[config.mk]
export PLATFORM = sky130hd
export DESIGN_NAME = bp_fe_queue_buffer
export DESIGN_NICKNAME = d
export VERILOG_FILES = /design/src/rtl/bp_fe_queue_buffer.sv
export SDC_FILE = /design/constraint.sdc
export NUM_CORES = 1
export LEC_CHECK = 0
export ABC_AREA = 1
export CAP_MARGIN = 15
export CORE_ASPECT_RATIO = 0.8
export CORE_MARGIN = 2
export CORE_UTILIZATION = 59
export CTS_CLUSTER_DIAMETER = 60
export DETAILED_ROUTE_END_ITERATION = 8
export PLACE_DENSITY_LB_ADDON = 0.25
export SLEW_MARGIN = 10
export SYNTH_ARGS = -nofsm -noshare
export SYNTH_HDL_FRONTEND = slang
export SYNTH_SLANG_ARGS = --single-unit
[constraint.sdc]
create_clock -name clk_i -period 4.8 [get_ports clk_i]
set_input_delay 0.96 -clock clk_i [delete_from_list [all_inputs] [get_ports clk_i]]
set_output_delay 0.96 -clock clk_i [all_outputs]
set_load 0.05 [all_outputs]
[src/rtl/bp_fe_queue_buffer.sv]
// bp_fe_queue_buffer
// Circular message buffer between the frontend PC generation stage and the
// backend. It accepts fe_queue messages from the frontend and presents them
// in order to the backend over a valid/yumi handshake. A frontend redirect
// flushes it in one cycle.
// Optional build macro: BP_FE_QUEUE_BYPASS_EN. When defined, an empty queue
// passes an incoming message straight through to the backend in the same
// cycle.
// The message width normally follows the processor FE/BE configuration. Here
// it is an overridable parameter so the block stands on its own.
module bp_fe_queue_buffer #(
  parameter int els_p             = 8,
  parameter int fe_queue_width_lp = 32,
  localparam int ptr_width_lp     = $clog2(els_p)
) (
  input  logic                         clk_i,
  input  logic                         reset_i,
  input  logic                         clr_i,
  input  logic [fe_queue_width_lp-1:0] fe_queue_i,
  input  logic                         fe_queue_v_i,
  output logic                         fe_queue_ready_o,
  output logic [fe_queue_width_lp-1:0] fe_queue_o,
  output logic                         fe_queue_v_o,
  input  logic                         fe_queue_yumi_i,
  output logic [ptr_width_lp:0]        count_o
);

  localparam logic [ptr_width_lp:0] PtrOne = (ptr_width_lp+1)'(1);

  logic [fe_queue_width_lp-1:0] r_mem [els_p];
  logic [ptr_width_lp:0]        r_rptr;
  logic [ptr_width_lp:0]        r_wptr;

  logic w_empty;
  logic w_full;
  logic w_bypass;
  logic w_enq;
  logic w_deq;

  // Occupancy flags. The pointer MSB is a wrap bit, so equal low bits mean
  // either empty (wrap bits match) or full (wrap bits differ).
  always_comb begin
    w_empty = (r_rptr == r_wptr);
    w_full  = (r_rptr[ptr_width_lp-1:0] == r_wptr[ptr_width_lp-1:0]) &&
              (r_rptr[ptr_width_lp] != r_wptr[ptr_width_lp]);
  end

`ifdef BP_FE_QUEUE_BYPASS_EN
  // An empty queue forwards a valid incoming message directly to the backend
  always_comb begin
    w_bypass = w_empty && fe_queue_v_i && !clr_i;
  end
`else
  // No bypass path. Every message spends at least one cycle in the array.
  always_comb begin
    w_bypass = 1'b0;
  end
`endif

  // Handshake qualification. A flush discards any same-cycle traffic. A
  // bypassed message that is consumed immediately is neither stored nor
  // dequeued. The ready term depends only on state, so a dequeue never frees
  // a slot for the same cycle.
  always_comb begin
    w_enq = fe_queue_v_i && !w_full && !clr_i && !(w_bypass && fe_queue_yumi_i);
    w_deq = fe_queue_yumi_i && !clr_i && !w_bypass;
  end

  // Pointer state. Increments wrap through the extra MSB. A flush or reset
  // returns both pointers to zero.
  always_ff @(posedge clk_i or posedge reset_i) begin
    if (reset_i) begin
      r_rptr <= '0;
      r_wptr <= '0;
    end else if (clr_i) begin
      r_rptr <= '0;
      r_wptr <= '0;
    end else begin
      if (w_enq) r_wptr <= r_wptr + PtrOne;
      if (w_deq) r_rptr <= r_rptr + PtrOne;
    end
  end

  // Message storage. It has no reset, and stale contents are hidden because
  // the valid output is derived from the pointers.
  always_ff @(posedge clk_i) begin
    if (w_enq) r_mem[r_wptr[ptr_width_lp-1:0]] <= fe_queue_i;
  end

  // Backend and frontend facing outputs
  always_comb begin
    fe_queue_ready_o = !w_full;
    count_o          = r_wptr - r_rptr;
    fe_queue_v_o     = !w_empty || w_bypass;
    fe_queue_o       = w_bypass ? fe_queue_i : r_mem[r_rptr[ptr_width_lp-1:0]];
  end

`ifndef SYNTHESIS
  // Catch neighbouring stages that break the handshake rules
  a_no_v_when_full: assert property (@(posedge clk_i) disable iff (reset_i)
    fe_queue_v_i |-> fe_queue_ready_o);
  a_no_yumi_when_empty: assert property (@(posedge clk_i) disable iff (reset_i)
    fe_queue_yumi_i |-> fe_queue_v_o);
`endif

endmodule

### Yosys cells after proc, flatten, opt, wreduce, memory -nomap -nowiden

Memories as Yosys holds them, arrays and structs flattened.
Index checks and enable logic that the tools add are counted.

| word-level totals | value |
|---|---|
| output and inout port bits | 38 |
| memories kept | 1 |
| logic and storage cells | 24 |
| input port bits | 37 |
| register bits | 8 |
| memory bits (writable) | 256 |

| cells by class | value |
|---|---|
| mux-type cells | 6 |
| reduce and logical (&&, ||, !) cells | 9 |
| equality and inequality tests | 3 |
| $add $sub $neg | 3 |

Memory list:

| name | depth | bits a word | read ports | clocked after Yosys merged registers in | wr ports | line | RTL |
|---|---|---|---|---|---|---|---|
| r_mem | 8 | 32 | 1 | 0 | 1 | 30 | `logic [fe_queue_width_lp-1:0] r_mem [els_p];` |

Operators by type and width:

| operator | number |
|---|---|
| 4-bit two-way mux | 4 |
| 4-bit by 1-bit adder with 4-bit output (second input constant) | 2 |
| 4-bit equality test | 1 |
| 1-bit logical AND | 4 |
| 2-bit nonzero test | 2 |
| 4-bit subtractor | 1 |
| 3-bit equality test | 1 |
| 1-bit zero test | 3 |
| 1-bit two-way mux | 2 |
| 1-bit inequality test | 1 |

### Depth between registers and ports, before layout

Gate-level depths: netlist of the first run.

| logic depth | value |
|---|---|
| depth in word-level cells | 7 |
| mapped depth | 10 |
| depth with buffers taken out | 8 |

### Worst setup path before layout of the first run

No wires, ideal clock.

| timing path | value |
|---|---|
| path type | register -> register |
| from | register r_rptr[2] |
| to | memory r_mem[2][0], enable pin |
| path slack | 929 ps |
| arrival | 3449 ps |
| stages on the path, launching flop included | 10 |
| path buffers | 2 |
| library setup time | 421 ps |
| cells stage by stage | dfrtp_1 > clkbuf_1 > inv_2 > clkbuf_1 > ha_1 > nand2_1 > nor2_1 > nand2_1 > nand4_1 > nor2_1 |

| between the ends | value |
|---|---|
| cells in the longest elaborated chain, start to end | 7 |

Ends and longest elaborated chain:

| item | line | RTL |
|---|---|---|
| from (decl) | 31 | `logic [ptr_width_lp:0] r_rptr;` |
| from (signal assigned) | 80 | `if (w_deq) r_rptr <= r_rptr + PtrOne;` |
| 3-bit equality test | 44 | `w_full = (r_rptr[ptr_width_lp-1:0] == r_wptr[ptr_width_lp-1:0]) &&` |
| 1-bit logical AND | 44 |  |
| 1-bit zero test | -- |  |
| named net fe_queue_ready_o | 21 | `output logic fe_queue_ready_o,` |
| 1-bit logical AND (2 in a row) | 65 | `w_enq = fe_queue_v_i && !w_full && !clr_i && !(w_bypass && fe_queue_yumi_i);` |
| 1-bit two-way mux | 87 | `if (w_enq) r_mem[r_wptr[ptr_width_lp-1:0]] <= fe_queue_i;` |
| 1-bit two-way mux (not written as such) | 87 |  |
| to (decl) | 30 |  |

The timed path passes the listed nets, and every way through them passes these cells.

### Final worst setup path of the first run

| timing path | value |
|---|---|
| from | register r_rptr[0] |
| to | output port fe_queue_o[4] |

| between the ends | value |
|---|---|
| cells in the longest elaborated chain, start to end | 1 |

Ends and longest elaborated chain:

| item | line | RTL |
|---|---|---|
| memory read 8 x 32 bit | -- |  |
| to (decl) | 22 | `output logic [fe_queue_width_lp-1:0] fe_queue_o,` |

No other way between the ends.

==> results of run 1 <==
==> cell families (layout without fill, tap and decap cells) <==
kind of cell | after synthesis | in the layout | share of synthesized area
and+or+nand+nor | 470 | 470 | 0.166
DFF | 264 | 264 | 0.729
AOI/OAI and AO/OA | 134 | 134 | 0.0620
buffers and inverters | 66 | 156 | 0.0342
adders and majority gates | 6 | 6 | 0.00763
xor gates and xnor gates | 2 | 2 | 0.00162
==> final timing paths <==
path	start	to	slack (ns)	cells past startpoint
max in group asynchronous	reset_i	r_rptr[0]	3.83	2
worst max-delay path	r_rptr[0]	fe_queue_o[4]	0.61	7
worst min register to register	r_wptr[3]	r_wptr[3]	0.57	2
min in group asynchronous	reset_i	r_rptr[3]	0.69	2
worst max register to register	r_rptr[1]	r_mem[3][2]	1.35	8
worst min-delay path	r_wptr[3]	r_wptr[3]	0.57	2
==> layout by cell type (no fill, tap or decap), types with 10 or more instances in the layout <==
| master | n |
|---|---|
| nor2_1 | 260 |
| edfxtp_1 | 256 |
| nand2_1 | 185 |
| o21ai_0 | 126 |
| clkdlybuf4s50_1 | 73 |
| clkbuf_16 | 27 |
| buf_4 | 21 |
| inv_1 | 11 |
| nand3_1 | 10 |
==> per-stage QoR <==
| stage | instances | hold WS [ns] |
|---|---|---|
| final | 1262 | 0.571 |
| after global routing | 1262 | 0.623 |
| after CTS | 1262 | 0.571 |
| after detailed placement | 1215 | 0.557 |
| after global placement | 1215 | 0.551 |
| after floorplan | 942 | 0.521 |
==> sequential cells by signal, indices dropped and copies added, names as in the netlist <==
| register | count |
|---|---|
| r_rptr | 4 |
| r_mem | 256 |
| r_wptr | 4 |
==> critical path: cells and delay by family, from the launching register on <==
| kind | cells | cell delay [ns] |
|---|---|---|
| buf+inv | 3 | 1.66 |
| flops | 1 | 0.59 |
| compound gates | 1 | 0.15 |
| simple gates | 3 | 0.29 |
==> power groups by stage <==
stage | combinational, mW | clock (mW) | sequential [mW]
final | 0.655 | 1.84 | 2.57
after global routing | 0.711 | 1.95 | 2.58
after CTS | 0.657 | 1.86 | 2.57
after detailed placement | 0.651 | 0 | 2.62
after global placement | 0.644 | 0 | 2.62
after floorplan | 0.438 | 0 | 2.62
==> area by class of cell <==
type / instances / share of cell area
clock buffer: 31 / 0.0551
clock inverter: 16 / 0.00678
inverter: 14 / 0.00419
multi-input combinational: 612 / 0.209
sequential: 264 / 0.629
tap: 230 / 0.0229
timing repair buffer: 95 / 0.0724
==> per-layer routing <==
| layer | global-route usage | up-vias |
|---|---|---|
| li1 | - | 3353 |
| met1 | 0.329 | 3308 |
| met2 | 0.392 | 247 |
| met3 | 0.0385 | 51 |
| met4 | 0.0696 | 0 |
| met5 | 0 | - |
==> results.md, run 1 <==
Run status:
- The run finished with clean final reports.

Clocking:
- In this run, post-CTS repair resized a total of 0 instances.
- The cell sitting at the root of the clock tree is a clkbuf_16.
- The clock latency on the worst-skew pair is 0.52 ns.
- The quantity of hold-fixing buffers added after cts is 0.
- Counting along the longest clock path gives a buffer depth of 3.
- The post-CTS clock slew at the launch and capture registers of the worst setup and hold paths is 0.06 ns.
- The buffers inserted during post-CTS setup optimization is 0.
- The clock sink total is 264.
- TritonCTS built the clock tree.
- The H-tree depth reported by CTS is 1.
- The number of buffers created by CTS is 26.

Final layout:
- In the final layout, the share of cells above drive strength 1 is 0.0717.
- The final design utilization is 0.694.
- The number of antenna cells inserted is 0.
- The final net count is 1056.
- Registers take 0.00789 sq mm.
- After filler insertion, the fill cell instance count of the layout stands at 1287.
- The final standard cell area without fillers is 0.0125 sq mm.
- In the final layout, the multi-input gates occupy 0.00262 sq mm.
- The area growth from synthesis to layout is 15.9%.

Power and ir drop:
- Of the total power, the share spent switching nets is 0.253.
- The clock power share is 0.363.
- The share of total power in combinational logic is 0.129.
- The sequential cell fraction of total power is 0.508.
- The sum of internal, switching and leakage power is 5.07 mW.
- The internal portion of total power is 3.79 mW.
- The power spent charging and discharging nets is 1.28 mW.
- Power spread over the standard cell area amounts to 404 mW/mm^2.
- Across the VDD grid, the largest voltage drop is 0.276 mV.
- The leakage power of the design is 4.56 nW.

Global route:
- The number of antenna violations at the first check in global routing is 0.
- For this run, the total global-route usage over all layers was measured as 0.236.
- The via count of the first global-routing pass was 6548.
- Entering global routing, the biggest net connects 73 pins.
- The remaining global-route overflow is 0.
- The first global-routing pass estimated 35.4 mm of wire.

Synth:
- The synthesized netlist net count is 985.
- The fraction of post-synthesis cell area in the top cell type by area is 0.710.
- The most area-hungry cell type in the Yosys netlist is edfxtp_1.
- For this run, the register share of the synthesized area comes to 0.729.
- In this run, distinct cell masters in the synthesized netlist total 23.
- The number of warnings issued by yosys is 0.
- The average instance in the mapped netlist occupies 11.5 sq um.
- In this run, synthesis produced a sequential element count of 264.
- The most common cell in the synthesized netlist is nor2_1.
- After synthesis, the cell types taking the most area are edfxtp_1 71%, nor2_1 9.3%, nand2_1 6.4%.
- Among all flip-flop cells after synthesis, the most frequent one is edfxtp_1.
- The number of enable-type register cells in the synthesized netlist is 256.
- The number of cells produced by synthesis is 942.
- Counting instances in the post-synthesis netlist gives the leading cell types as 268 x nor2_1, 256 x edfxtp_1, 185 x nand2_1.
- In this run the cell area of the synthesized design comes to 0.0108 sq mm.
- The async set or reset register ratio after synthesis is 0.0303.

STA:
- The hold violation count in the final report came to 0.
- The worst-case clock skew is 0.00926 ns.
- The least setup slack across all paths after layout is 0.606 ns.
- The final setup TNS is 0 ns.
- The final critical path time including I/O delays and setup is 4.19 ns.
- In this run the tightest slew margin relative to its limit is 0.420.
- The fmax is 238 MHz.
- At the pin with the least slew margin, the transition time is 0.869 ns.
- The max-slew violation count was 0.
- In the finished design, the share of the clock period the worst path needs comes to 0.874.
- Setup repair after global routing left no endpoint under its margin.
- The setup violation total in the final timing report is 0.

Flow run:
- The max-capacitance violation count is 0.

Place:
- The routability-driven placement congestion ratio is 0.786.
- The post-detailed-placement half-perimeter wirelength is 12.0 mm.
- The placed cell area is 0.0118 sq mm.
- Timing analysis after detailed placement gives a worst setup slack of 1.21 ns.
- The count of input and output buffers is 74.

Route:
- Wires add up to 22.7 mm.
- After detailed routing, the number of remaining DRC violations is 0.
- The average wire per standard cell is 18.0 microns.
- Summed over all nets, wire length on met3 after detailed routing comes to 1.40 mm.
- In this run the remaining antenna-violating nets after routing total 0.
- The iteration count of the initial detailed-routing pass is 6.
- The number of vias per cell after detailed routing is 5.51.
- The final route contains 6959 vias.
- The first routing iteration left 747 violations.
- After detailed routing, the wire length on met1 is 9.76 mm.
- The highest routing layer actually used is met4.
- The sum of met2 wire segment lengths after detailed routing is 11.0 mm.

Floorplan:
- The die covers 0.0194 sq mm.
- The floorplan step set the die height to 125 microns.
- The total area inside the core boundary comes to 0.0181 sq mm.
- The number of placement rows is 44.
- The initial utilization of the core area, before any placement, comes to 0.599.
- The number of primary I/O pins is 75.
- Measured along the x axis, the die boundary spans 155 microns.

Hold path:
- The worst hold path belongs to the class register to register.

Setup path:
- STA classifies the critical path endpoint as an output port.
- Data on the critical path is required at its endpoint by 3.84 ns.
- The setup path with the least slack is of type register to output port.
- The maximum fanout encountered on the critical timing path is 72.
- Walking the worst path, the cells encountered are inv_2 > buf_12 > o21ai_0 > nand2_1 > nand2_1 > nand2_1 > clkdlybuf4s50_1.
- STA classifies the critical path startpoint as a register.
- The cell type of the slowest stage on the worst timing path is clkdlybuf4s50_1.
- The delay of the slowest critical-path stage is 0.83 ns.
- Counting stages on the worst path, the most repeated cell is nand2_1.
- The critical path arrival is 3.23 ns.
Note: power is estimated with default switching activity, not from simulation.
==> inputs of run 2 (changes only) <==
Settings changed: ABC_AREA 1 to not set, CORE_UTILIZATION 59 to 58.
==> run 2 against run 1 <==
  * First-iteration DRC count decreased by 41%
  * Largest cell class unchanged
  * Register-to-register slack improved by 0.40 ns
  * Critical path depth decreased by 3
  * Core utilization increased by 0.065 points
  * Synthesized cell count decreased by 46%
  * Hold slack improved by 0.079 ns
  * Sequential power about the same
  * Count of clock-buffer cells in the layout increased by 2
  * Area after synthesis decreased by 5.5%
  * Final cell count decreased by 33%
  * Routed wire length decreased by 17%
==> results.md, run 2 <==
Setup path:
- The endpoint required time on the critical path is 3.84 ns.
- The startpoint identified for the worst register-to-register timing path is r_rptr[0].
- The critical path arrival is 2.87 ns.
- The setup path with the least slack is of type register to output port.
- The start point of the critical path is r_rptr[0].
- The number of buffer and inverter instances along the worst setup path is 2.
- In this run the critical register-to-register path is captured at r_mem[3][24].
- In this run the number of cells on the critical path is 4.
- Of all nets on the critical path, the largest fanout is 27.
- The cell type of the slowest stage on the worst timing path is clkdlybuf4s50_1.
- The internal reg-to-reg setup slack is 1.75 ns.
- The number of cells on the worst reg-to-reg path is 6.
- The startpoint class of the critical path is a register.
- The cell family contributing the most delay on the critical path is buffers and inverters.
- The critical path goes through ha_1 > fa_1 > inv_1 > clkdlybuf4s50_1.
- Following the worst setup path forward leads to its endpoint at count_o[1].
- On the worst path, the slowest cell contributes a delay of 0.79 ns.
- The category of the worst setup path capture point is an output port.

Floorplan:
- The width of the die is 152 microns.
- The full die area is 0.0187 sq mm.
- The die outline height is 123 microns.
- The core region is 0.0173 sq mm.
- 75 I/O pins were placed.
- For this configuration, the core starts out at a cell density of 0.590.
- The number of placement rows is 43.

Power and ir drop:
- The power density over the cells is 419 mW/mm^2.
- The maximum vdd drop is 0.352 mV.
- The clock power share is 0.368.
- Of the total power, the share spent switching nets is 0.232.
- Cell internal power was estimated by the tool at 3.88 mW.
- The completed layout was analyzed and its total power is 5.05 mW.
- The share of total power dissipated in combinational logic is 0.119.
- The power spent charging and discharging nets is 1.17 mW.
- The sequential cell fraction of total power is 0.513.
- The leakage power of the design is 4.01 nW.

Clocking:
- The quantity of hold-fixing buffers added after cts is 0.
- The clock passes through at most 3 buffers.
- CTS built an H-tree with a depth of 1.
- The root buffer cell chosen for the clock tree is clkbuf_16.
- The number of buffers created by CTS is 26.
- Clock tree synthesis found a total of 264 sinks.
- The number of setup buffers added after CTS is 0.
- The post-CTS clock slew at the launch and capture registers of the worst setup and hold paths is 0.06 ns.
- The clock latency on the worst-skew pair is 0.52 ns.
- The post-cts gate resize count is 0.
- The TritonCTS clock tree is yes.

Route:
- After detailed routing, the number of remaining DRC violations is 0.
- The first detailed-routing pass took 4 iterations.
- The total vias in the final route is 4918.
- In this run the remaining antenna-violating nets after routing total 0.
- Dividing the detail-routed wire length by the instance count gives 22.2 microns.
- Wires add up to 18.8 mm.
- The number of DRC markers in iteration 0 is 442.
- Using the TritonRoute via totals, the vias-per-cell ratio works out to 5.81.

STA:
- The max-slew violation count is 0.
- Setup repair after global routing left no endpoint under its margin.
- The hold violation count in the final report is 0.
- Adding up every negative setup slack in the final design gives 0 ns.
- The final cycle utilization of the critical path is 0.798.
- The slew at the pin closest to its max-slew limit is 0.823 ns.
- The smallest clock period supported by the final layout is computed as 3.83 ns.
- The worst pin sits at a relative slew slack of 0.450.
- The setup violation total in the final timing report is 0.
- The fmax is 261 MHz.
- The worst-case clock skew is 0.0130 ns.

Synth:
- The portion of the post-synthesis area used by sequential elements is 0.772.
- Yosys attributes the largest share of cell area to edfxtp_1 75%, mux4_2 14%, nand2_1 3.8%.
- The commonest cells after synthesis are 256 x edfxtp_1, 104 x nand2_1, 64 x mux4_2.
- The number of nets in the synthesized netlist is 550.
- The synthesized design contains 256 enable-type register cells.
- Synthesis produced a netlist whose cell count is 507.
- The async set or reset register ratio after synthesis is 0.0303.
- A synthesized cell averages 20.2 sq um.
- The synthesized cell area is 0.0102 sq mm.
- Among all cell types in the netlist, the one instantiated most often is edfxtp_1.
- The fraction of post-synthesis cell area in the top cell type by area is 0.752.
- For this run, the leading register cell type out of synthesis is edfxtp_1.
- The most area-hungry cell type in the Yosys netlist is edfxtp_1.
- The count of cell types in the netlist is 28.
- After synthesis the netlist holds a flip-flop and latch count of 264.
- The number of warnings issued by yosys is 0.

Final layout:
- The net count of the finished layout is 644.
- The top cell types in the final layout, fill and taps aside, are 256 x edfxtp_1, 104 x nand2_1, 64 x mux4_2, 45 x buf_4, 38 x clkdlybuf4s50_1.
- The sequential cell area in the final layout is 0.00789 sq mm.
- The filler cell count in the final layout is 1105.
- The register with the most flip-flops in the layout has 256 of them.
- Leaving out fill and tap cells, the most frequent cell in the layout is edfxtp_1.
- With fillers left out, the area of the finished cells amounts to 0.0120 sq mm.
- Summing all multi-input logic gate instances after layout gives 0.00223 sq mm.
- The final design utilization is 0.695.
- Of the cells placed in the final design, the portion with a size suffix greater than 1 is 0.261.
- After the flow finishes, the layout carries non-filler instances totaling 846.
- Relative to the synthesized area, the layout overhead comes to 17.8%.

Global route:
- The via count of the first global-routing pass is 5164.
- The number of antenna violations at the first check in global routing is 1.
- After global routing the overflow that remains totals 0.
- The wire length of the first global-routing pass is 29.4 mm.
- The maximum number of pins on one net before global-route repair is 54.
- The global router's overall resource usage is 0.209.

Hold path:
- Along the worst hold path, the cell count comes to 2.
- The worst hold path belongs to the class register to register.

Place:
- The placed cell area is 0.0112 sq mm.
- The count of input and output buffers is 74.
- At the end of routability-driven placement, the weighted congestion stood at 0.728.
- Detailed placement ended at an HPWL of 10.6 mm.
- The placed cell count is 798.

Run status:
- The flow ran to the end, and the final reports show no timing, DRC or antenna violations.

Flow run:
- The max-capacitance violation count is 0.
==> run 2: cell count changes after synthesis, sizes merged, moves of 8 or more <==
cell,before,now
nand3,10,2
mux4,0,64
nor2,268,13
clkbuf,19,8
buf,33,14
nand2,185,104
o21ai,132,1
==> run 2: power groups by stage <==
stage / logic, mW / clock network (mW) / registers, mW
floorplan: 0.417 / 0 / 2.62
CTS: 0.606 / 1.90 / 2.60
finish: 0.600 / 1.86 / 2.59
detailed placement: 0.604 / 0 / 2.64
global route: 0.637 / 1.99 / 2.60
global placement: 0.598 / 0 / 2.64
==> run 2: through the flow <==
stage / hold slack [ns] / worst slack, ns
detailed placement: 0.637 / 1.42
global placement: 0.617 / 1.42
CTS: 0.645 / 0.875
floorplan: 0.567 / 0.313
global route: 0.671 / 0.767
finish: 0.650 / 0.971
==> run 2: layout make-up <==
type                            count  share of cell area
Sequential cell                   264               0.655
Tap cell                          225              0.0234
Multi-Input combinational cell    213               0.185
Clock buffer                       33              0.0580
Clock inverter                     14             0.00769
Timing Repair Buffer               88              0.0679
Antenna cell                        1            0.000208
Inverter                            8             0.00249
==> run 2: logic make-up after synthesis <==
family / Yosys count / synth area share
AO/OA/AOI/OAI: 6 / 0.00355
XOR/XNOR: 10 / 0.00930
adder cells (fa/ha/maj): 6 / 0.00808
buffers and inverters: 30 / 0.0159
flip-flops: 264 / 0.772
multiplexers: 65 / 0.142
AND/OR/NAND/NOR: 126 / 0.0495
==> run 2: routing by layer <==
layer | share of wire | global-route usage
met1 | 0.43 | 0.297
met2 | 0.50 | 0.347
met3 | 0.056 | 0.0385
met4 | 0.016 | 0.0515
met5 | 0 | 0
==> run 2: how the worst min path moves through the flow <==
stage	start	to	slack [ns]
after floorplan	r_wptr[2]	r_wptr[2]	0.57
after global placement	r_wptr[3]	r_wptr[3]	0.62
after detailed placement	r_wptr[3]	r_wptr[3]	0.64
after CTS	r_wptr[3]	r_wptr[3]	0.64
after global routing	r_rptr[3]	r_rptr[3]	0.67
final	r_wptr[3]	r_wptr[3]	0.65
==> run 2: worst register-to-register path, cell delays in order (launching register included) <==
cell     delay (ns)
dfrtp_4        0.78
ha_1           0.37
nand3_1        0.12
o21ai_2        0.09
or3_4          0.40
nor2_4         0.64
buf_4          0.35
